==> src/rtl/pad_sequencer_pkg.sv <==
// pad_sequencer_pkg: shared SHA-256 padding constants and sequencer state encoding
package pad_sequencer_pkg;
    localparam int BLOCK_WORDS = 16;
    localparam int BLOCK_BYTES = 64;
    localparam int LEN_BYTES   = 8;
    localparam int CNT_W       = 53;
    typedef enum logic [2:0] {
        S_IDLE,
        S_WAIT,
        S_ISSUE,
        S_DRAIN,
        S_BUSYCORE,
        S_FINISH
    } state_t;
endpackage

==> src/rtl/pad_blk_calc.sv <==
// pad_blk_calc: total block count N, data block count D and length-field overflow flag from msg_size
module pad_blk_calc
    import pad_sequencer_pkg::*;
(
    input  logic [63:0]      msg_size,
    output logic [CNT_W-1:0] n_blocks,
    output logic [CNT_W-1:0] d_blocks,
    output logic             tail_ovf
);
    assign n_blocks = CNT_W'((msg_size + 64'(LEN_BYTES)) >> 6) + CNT_W'(1);
    assign d_blocks = CNT_W'((msg_size + 64'(BLOCK_BYTES - 1)) >> 6);
    // the 8-byte length field no longer fits behind the 0x80 marker
    assign tail_ovf = msg_size[5:0] >= 6'(BLOCK_BYTES - LEN_BYTES);
endmodule

==> src/rtl/pad_sequencer.sv <==
// pad_sequencer: block-level controller that streams padded 512-bit blocks to the SHA-256 core
module pad_sequencer
    import pad_sequencer_pkg::*;
#(
    parameter int NUM_BLOCKS = 2,
    parameter int ADDR_WIDTH = $clog2(NUM_BLOCKS) + 4
) (
    input  logic                  clk,
    input  logic                  reset,
    input  logic                  start,
    input  logic [63:0]           msg_size,
    input  logic                  src_valid,
    input  logic                  core_ready,
    input  logic                  core_done,
    input  logic                  pad_of,
    output logic [ADDR_WIDTH-1:0] mem_addr,
    output logic                  pad_start,
    output logic                  pad_en,
    output logic [3:0]            pad_offset,
    output logic [52:0]           pad_cur_block,
    output logic                  word_valid,
    output logic [3:0]            word_idx,
    output logic                  slot_free,
    output logic                  busy,
    output logic                  done,
    output logic                  err
);
    state_t           state_q, state_d;
    logic [CNT_W-1:0] blk_cnt_q, blk_cnt_d;
    logic [CNT_W-1:0] n_q, n_d;
    logic [CNT_W-1:0] d_q, d_d;
    logic             tail_q, tail_d;
    logic [3:0]       off_q, off_d;
    logic             err_q, err_d;
    logic             word_valid_q, word_valid_d;
    logic [3:0]       word_idx_q, word_idx_d;
    logic [CNT_W-1:0] n_calc, d_calc;
    logic             tail_calc;
    logic             last_blk, pen_blk;

    pad_blk_calc u_calc (
        .msg_size (msg_size),
        .n_blocks (n_calc),
        .d_blocks (d_calc),
        .tail_ovf (tail_calc)
    );

    assign last_blk = blk_cnt_q == n_q - CNT_W'(1);
    assign pen_blk  = tail_q && n_q >= CNT_W'(2) && blk_cnt_q == n_q - CNT_W'(2);

    always_comb begin
        state_d       = state_q;
        blk_cnt_d     = blk_cnt_q;
        n_d           = n_q;
        d_d           = d_q;
        tail_d        = tail_q;
        off_d         = off_q;
        err_d         = err_q;
        pad_en        = 1'b0;
        pad_start     = 1'b0;
        pad_offset    = 4'd0;
        pad_cur_block = 53'd0;
        slot_free     = 1'b0;
        done          = 1'b0;
        case (state_q)
            S_IDLE: if (start) begin
                n_d       = n_calc;
                d_d       = d_calc;
                tail_d    = tail_calc;
                blk_cnt_d = '0;
                err_d     = 1'b0;
                state_d   = S_WAIT;
            end
            S_WAIT: if (core_ready && (src_valid || blk_cnt_q >= d_q)) begin
                off_d   = 4'd0;
                state_d = S_ISSUE;
            end
            S_ISSUE: begin
                pad_en        = 1'b1;
                pad_start     = off_q == 4'd0;
                pad_offset    = off_q;
                pad_cur_block = blk_cnt_q;
                off_d         = off_q + 4'd1;
                state_d       = off_q == 4'(BLOCK_WORDS - 1) ? S_DRAIN : S_ISSUE;
            end
            S_DRAIN: begin
                // word 15 is on the padder output now, so its overflow flag is valid
                err_d   = err_q | core_done | (pad_of && last_blk) | (!pad_of && pen_blk);
                state_d = S_BUSYCORE;
            end
            S_BUSYCORE: if (core_done) begin
                slot_free = blk_cnt_q < d_q;
                blk_cnt_d = blk_cnt_q + CNT_W'(1);
                state_d   = last_blk ? S_FINISH : S_WAIT;
            end
            S_FINISH: begin
                done    = 1'b1;
                state_d = S_IDLE;
            end
            default: state_d = S_IDLE;
        endcase
        word_valid_d = pad_en;
        word_idx_d   = pad_offset;
    end

    always_ff @(posedge clk) begin
        if (reset) begin
            state_q      <= S_IDLE;
            blk_cnt_q    <= '0;
            n_q          <= '0;
            d_q          <= '0;
            tail_q       <= 1'b0;
            off_q        <= 4'd0;
            err_q        <= 1'b0;
            word_valid_q <= 1'b0;
            word_idx_q   <= 4'd0;
        end else begin
            state_q      <= state_d;
            blk_cnt_q    <= blk_cnt_d;
            n_q          <= n_d;
            d_q          <= d_d;
            tail_q       <= tail_d;
            off_q        <= off_d;
            err_q        <= err_d;
            word_valid_q <= word_valid_d;
            word_idx_q   <= word_idx_d;
        end
    end

    assign mem_addr   = {blk_cnt_q[ADDR_WIDTH-5:0], off_q};
    assign word_valid = word_valid_q;
    assign word_idx   = word_idx_q;
    assign busy       = state_q != S_IDLE;
    assign err        = err_q;
endmodule
==> config.mk <==
export PLATFORM = sky130hd
export DESIGN_NAME = pad_sequencer
export DESIGN_NICKNAME = d
export VERILOG_FILES = /design/src/rtl/pad_sequencer_pkg.sv /design/src/rtl/pad_blk_calc.sv /design/src/rtl/pad_sequencer.sv
export SDC_FILE = /design/constraint.sdc
export NUM_CORES = 1
export LEC_CHECK = 0
export ABC_AREA = 1
export BUFFER_PORTS_ARGS = -buffer_cell sky130_fd_sc_hd__buf_2
export CAP_MARGIN = 15
export CORE_MARGIN = 3
export CORE_UTILIZATION = 55
export CTS_BUF_LIST = sky130_fd_sc_hd__clkbuf_2
export DETAILED_ROUTE_END_ITERATION = 6
export PLACE_DENSITY = 0.74
export SETUP_SLACK_MARGIN = 0.15
export SYNTH_ARGS = -nofsm -noshare
export SYNTH_HDL_FRONTEND = slang
export SYNTH_HIERARCHICAL = 1
export SYNTH_SLANG_ARGS = --single-unit
export TNS_END_PERCENT = 50
==> constraint.sdc <==
create_clock -name clk -period 5.09 [get_ports clk]
set_input_delay 1.018 -clock clk [delete_from_list [all_inputs] [get_ports clk]]
set_output_delay 1.018 -clock clk [all_outputs]
set_load 0.1 [all_outputs]
== Word-level counts from Yosys, hierarchy flattened ==
Cells that the tools add are included.
Word-level totals
  memory bits (read-only): 0
  memories kept: 0
  memory bits (writable): 0
  register bits: 173
  logic and storage cells: 72
  output and inout port bits: 73
  bits of input ports: 71
  bits in latches: 0
Operators by class
  equal/unequal tests: 11
  order comparisons: 4
  shift-type cells: 0
  reduce and logical (&&, ||, !) cells: 18
  multipliers: 0
  div/mod/pow operators: 0
  bitwise operators: 3
  multiplexer cells: 20
  add/sub/neg operators: 7
Operators with widths (number)
  $mux 53: 3
  $add 53x1->53 const B: 2
  $eq 53x53->1: 2
  $pmux 53 s2: 1
  $add 59x4->59 const B: 1
  $add 59x6->59 const B: 1
  $ge 53x2->1 const B: 1
  $ge 53x53->1: 1
  $lt 53x53->1: 1
  $sub 53x1->53 const B: 1
  $sub 53x2->53 const B: 1
  $pmux 3 s5: 1
  $mux 3: 4
  $mux 4: 2
  $pmux 4 s2: 1
  $mux 1: 7
  $eq 3x2->1 const B: 2
  $eq 3x3->1 const B: 2
  $ge 6x6->1 const B: 1
  $ne 2x2->1 const B: 3
  $reduce_and 2->1: 3
  $reduce_and 3->1: 2
  $reduce_bool 2->1: 3
  $logic_and 1x1->1: 5
  10 further kinds: 12

== Logic depth before layout (Yosys ltp) ==
  depth after elaboration: 6
  gate-level depth with buffers: 21
  gate-level depth less buffers: 21

== Hierarchy ==
Netlist, hierarchy kept.
Modules (own cells, without submodules)
  pad_sequencer: sequential area each 3463.3 sq um, cells an instance 2034, times used 1, area each 12610.8 sq um
  pad_blk_calc: sequential area each 0.0 sq um, cells an instance 952, times used 1, area each 4488.1 sq um

== Worst setup path after synthesis ==
OpenSTA, ideal clock, no wires.
  path kind: reg-to-output
  start point: register state_q[1]
  end point: output port pad_cur_block[22]
  slack: -1157 ps
  arrival time: 5229 ps
  stages on the path, launching flop included: 7
  buffers on the path: 2
  data required time: 4072 ps
  path through: dfxtp_1 > inv_1 > nor3_1 > clkinv_1 > clkbuf_1 > buf_1 > nor2_1
On the way
  cells in the longest elaborated chain, start to end: 2
Ends and longest elaborated chain
  start: declaration: RTL line pad_sequencer.sv:28  | state_t state_q, state_d;
  start signal: assignment: RTL line pad_sequencer.sv:118  | state_q <= state_d;
  $eq 3x2->1: RTL line pad_sequencer.sv:65  | case (state_q)
  $mux 53: RTL line pad_sequencer.sv:65
  end: declaration: RTL line pad_sequencer.sv:20  | output logic [52:0] pad_cur_block,
Every way passes these cells.

== Final worst setup path ==
  start point: register blk_cnt_q[2]
  end point: output port slot_free
On the way
  cells in the longest elaborated chain, start to end: 3
Ends and longest elaborated chain
  start: declaration: RTL line pad_sequencer.sv:29  | logic [CNT_W-1:0] blk_cnt_q, blk_cnt_d;
  start signal: assignment: RTL line pad_sequencer.sv:119  | blk_cnt_q <= blk_cnt_d;
  $lt 53x53->1: RTL line pad_sequencer.sv:92  | slot_free = blk_cnt_q < d_q;
  $mux 1: RTL line pad_sequencer.sv:91  | S_BUSYCORE: if (core_done) begin
  $mux 1: RTL line pad_sequencer.sv:65
  end: declaration: RTL line pad_sequencer.sv:23  | output logic slot_free,
Every way passes these cells.

==> parameters.txt <==
Parameter                              Value

Layout
  Share of layout cells above drive strength 1 ... between 10% and 20%
  Growth of design area from synthesis to finish ... 7.332%
  Core occupancy in the finished layout ... roughly 61%
  Final net count ... about 3200
  FILL cells ... around 3100

Critical path
  CP endpoint kind ... output port
  CP startpoint ... blk_cnt_q[2]$_SDFFE_PP0P_
  CP startpoint kind ... register
  Endpoint required time on the critical path ... around 4100 ps
  Register-to-Register Path Depth ... 18
  Arrival time worst endpoint ... 3380 ps
  Critical path class ... register to output port
  Biggest fanout along the worst timing path ... 9
  Crit Reg-Reg Endpoint ... state_q[2]$_SDFFE_PP0P_
  Launch instance of the worst register-to-register path ... n_q[1]$_SDFFE_PP0P_
  Internal reg-to-reg setup slack ... ~1800 ps
  Critical path endpoint ... slot_free

Clock network
  Clock Tree Buf Depth ... 2
  Number of gates resized after CTS ... 0
  TritonCTS Buffers ... 17
  Clock-pin slew reported for the worst setup and hold paths after clock tree synthesis ... roughly 270 ps
  Total setup buffers inserted after CTS ... 0
  Number of H-tree levels ... 4
  Total clock sinks ... 173
  TritonCTS clock tree ... built
  Root buf cell ... sky130_fd_sc_hd__clkbuf_2
  Worst-skew pair later-pin latency ... ~900 ps
  Cts hold-fix bufs ... 0

Yosys
  Async set-or-reset flop fraction in the synthesized netlist ... 0%
  Synth area leader ... sky130_fd_sc_hd__dfxtp_1
  Post-synth cell types ... 51
  Share of the synthesized area in the top cell type ... between 20% and 30%
  Top flip-flop cell by instance count after synthesis ... sky130_fd_sc_hd__dfxtp_1
  Synthesis Warnings ... 6
  Synthesized instance count ... approximately 3000
  Net Count, Synth ... 3117
  Most instantiated cells after synthesis ... sky130_fd_sc_hd__nand2_1 (776), sky130_fd_sc_hd__nor2_1 (465), sky130_fd_sc_hd__inv_1 (404)
  Post-synthesis sequential area ratio ... 20.25%
  Cell area after synthesis ... approximately 17000 µm²
  EDFF count, synth ... 0
  Number of storage elements in the synthesis netlist ... about 170
  Average instance area after synthesis ... roughly 5.7 µm²
  Library cell with the highest instance count after synthesis ... sky130_fd_sc_hd__nand2_1
  Ranking of synthesized cells by area ... sky130_fd_sc_hd__dfxtp_1 (20%), sky130_fd_sc_hd__nand2_1 (17%), sky130_fd_sc_hd__nor2_1 (10%)

Floorplan
  Total Die Area ... ~33000 µm²
  Die Wd ... about 180 µm
  Vertical extent of the die ... 182.3 µm
  Initial cell density of the core ... a little under three fifths
  Top-level I/O count ... 144
  Count of standard-cell rows ... between 60 and 70
  Core region area ... approximately 30000 µm²

Power
  Pleak ... about 8.4 nW
  Logic pwr share ... between 30% and 40%
  Switching power summed over all nets ... roughly 1.6 mW
  P per Cell Area ... roughly 200 nW/µm²
  Cell-internal power ... between 2 and 2.5 mW
  Proportion of total power due to net switching ... between 40% and 50%
  Portion of total power attributed to sequential cells ... about two fifths
  Clock network fraction of design power ... 23.2%
  Worst supply voltage drop on vdd ... roughly 0.00013 V

Drt
  DRT met1 WL ... 26.53 mm
  DR vias ... ~20000
  DRC viols ... 8
  Top layer reached by signal wires ... met5
  Wire length after detailed routing ... roughly 69 mm
  Vias per std cell ... 5.862
  Amount of wire on met2 after detailed routing ... 29.89 mm
  Pre-antenna DRT Iters ... 7
  Sum of met3 wire segment lengths after detailed routing ... 6.408 mm
  Routed wire per std cell ... between 15 and 20 µm
  Initial DRC count ... 2721
  DRT antenna net count ... 0

Worst hold path
  Type of the most critical hold path ... register to register
  Startpoint of the lowest-slack hold path ... d_q[26]$_SDFFE_PP0P_

Global routing
  Number of antenna violations at the first check in global routing ... 2
  Largest net degree at the start of global routing ... 110
  Via count of the first global-routing pass ... around 19000
  Total congestion overflow ... 0
  Wire length of the first global-routing pass ... about 100 mm
  Aggregate global-route resource usage ... about two fifths

Timing
  Slew @ Worst Pin ... roughly 1100 ps
  Achievable Freq ... between 200 and 250 MHz
  Worst setup skew after layout ... 83.21 ps
  Final setup TNS ... 0 ps
  Pins Over Slew Limit ... 0
  Slew Limit Headroom ... ~26%
  Final critical-path required period ... around 4400 ps
  PnR worst setup slack ... slightly below 700 ps
  Post-route fraction of the period consumed by the critical path ... a little under nine tenths
  Hold Violations, Final ... 0
  Final Setup Violations ... 0
  Unrepaired setup endpoints after global routing ... no

Placement
  DPL Wire Length ... 57.56 mm
  Port buffer count ... 138
  Setup slack after placement ... roughly 1000 ps
  Final weighted congestion in routability-driven placement ... about 1.1

Run status
  Outcome ... finished, violations left
  Violated checks ... DRC

Flow run
  # Max-Cap Violations ... 0
-- how the worst min path moves through the flow --
stage | endpoint | slack, ps | cells after the start
after global routing | d_q[2]$_SDFFE_PP0P_ | 500 | 2
after global placement | d_q[16]$_SDFFE_PP0P_ | 450 | 2
after CTS | state_q[2]$_SDFFE_PP0P_ | 450 | 4
after floorplan | d_q[0]$_SDFFE_PP0P_ | 430 | 2
after detailed placement | d_q[16]$_SDFFE_PP0P_ | 460 | 2
final | d_q[26]$_SDFFE_PP0P_ | 480 | 2
-- registers in the layout, indices dropped and copies added (netlist names) --
name        flops
n_q            53
word_valid      1
word_idx        4
off_q           4
d_q            53
tail_q          1
state_q         3
err             1
blk_cnt_q      53
-- placed cells by master, fill, tap and decap left out, types with 4 or more instances in the layout --
master and count:
sky130_fd_sc_hd__ha_1 60, sky130_fd_sc_hd__inv_2 20, sky130_fd_sc_hd__nand2_1 776, sky130_fd_sc_hd__nand3_2 6, sky130_fd_sc_hd__clkbuf_2 20, sky130_fd_sc_hd__o21bai_1 5, sky130_fd_sc_hd__nor4_1 9, sky130_fd_sc_hd__a31oi_1 4
sky130_fd_sc_hd__a21oi_1 190, sky130_fd_sc_hd__nor3_1 57, sky130_fd_sc_hd__nor2_2 55, sky130_fd_sc_hd__nand3_1 191, sky130_fd_sc_hd__o21ai_1 11, sky130_fd_sc_hd__nor2_4 23, sky130_fd_sc_hd__nand3b_1 8, sky130_fd_sc_hd__dfxtp_1 173
sky130_fd_sc_hd__a211oi_1 5, sky130_fd_sc_hd__nand2_2 29, sky130_fd_sc_hd__buf_2 138, sky130_fd_sc_hd__nor2_1 465, sky130_fd_sc_hd__and2_1 6, sky130_fd_sc_hd__nor3_2 4, sky130_fd_sc_hd__o21a_1 6, sky130_fd_sc_hd__inv_1 403
sky130_fd_sc_hd__buf_4 5, sky130_fd_sc_hd__nand4_1 70, sky130_fd_sc_hd__xor2_1 137, sky130_fd_sc_hd__bufinv_16 4, sky130_fd_sc_hd__xnor2_1 26, sky130_fd_sc_hd__o21ai_0 158
-- power by group through the flow --
stage	combinational, mW	clock, mW	sequential, mW
3_5_place_dp	1.31	0	1.57
2_1_floorplan	0.924	0	1.54
5_1_grt	1.48	0.934	1.56
3_3_place_gp	1.27	0	1.56
4_1_cts	1.31	0.875	1.54
6_report	1.35	0.876	1.55
-- metal layers --
layer | global-route usage, % | vias up
li1 | - | 9723
met4 | 27.27 | 2
met5 | 0 | -
met3 | 6.020 | 304
met2 | 64.44 | 1281
met1 | 49.09 | 9171
-- area by class of cell --
type / instances / area (µm²) / area share, %
Tap cell: 390 / 488.0 / 2.659
Timing Repair Buffer: 143 / 728.2 / 3.968
Clock inverter: 12 / 170.2 / 0.9272
Antenna cell: 2 / 5.005 / 0.02727
Inverter: 424 / 1592 / 8.672
Multi-Input combinational cell: 2330 / 11810 / 64.33
Sequential cell: 173 / 3463 / 18.87
Clock buffer: 20 / 100.1 / 0.5454
-- stage by stage --
stage	cell area [µm²]	instances	hold slack, ps	power, mW
after CTS	18350	3492	445.7	3.726
after floorplan	17100	2986	427.4	2.466
after global placement	18080	3460	446.9	2.832
after detailed placement	18080	3460	455.1	2.872
final	18350	3494	479.2	3.772
after global routing	18350	3493	501.3	3.966
-- critical path, stage by stage (launching register included) --
cell	delay, ps
sky130_fd_sc_hd__dfxtp_1	680
sky130_fd_sc_hd__ha_1	330
sky130_fd_sc_hd__nand2_1	110
sky130_fd_sc_hd__nor2_1	50
sky130_fd_sc_hd__a211oi_1	170
sky130_fd_sc_hd__o21ai_0	160
sky130_fd_sc_hd__nand3_1	110
sky130_fd_sc_hd__nand3_1	190
sky130_fd_sc_hd__nand2_1	140
sky130_fd_sc_hd__nand2_1	70
sky130_fd_sc_hd__nor2_1	90
sky130_fd_sc_hd__buf_2	430
-- logic make-up (layout without fill, tap and decap cells) --
kind of cell / after synthesis / count (layout) / synth area share, %
XOR/XNOR: 165 / 165 / 8.576
buffers and inverters: 483 / 599 / 10.77
adder cells (fa/ha/maj): 60 / 60 / 4.390
AO/OA/AOI/OAI: 389 / 389 / 11.82
flip-flops: 173 / 173 / 20.25
other: 0 / 2 / 0
AND/OR/NAND/NOR: 1716 / 1716 / 44.19
Note: power is estimated with default switching activity, not from simulation.
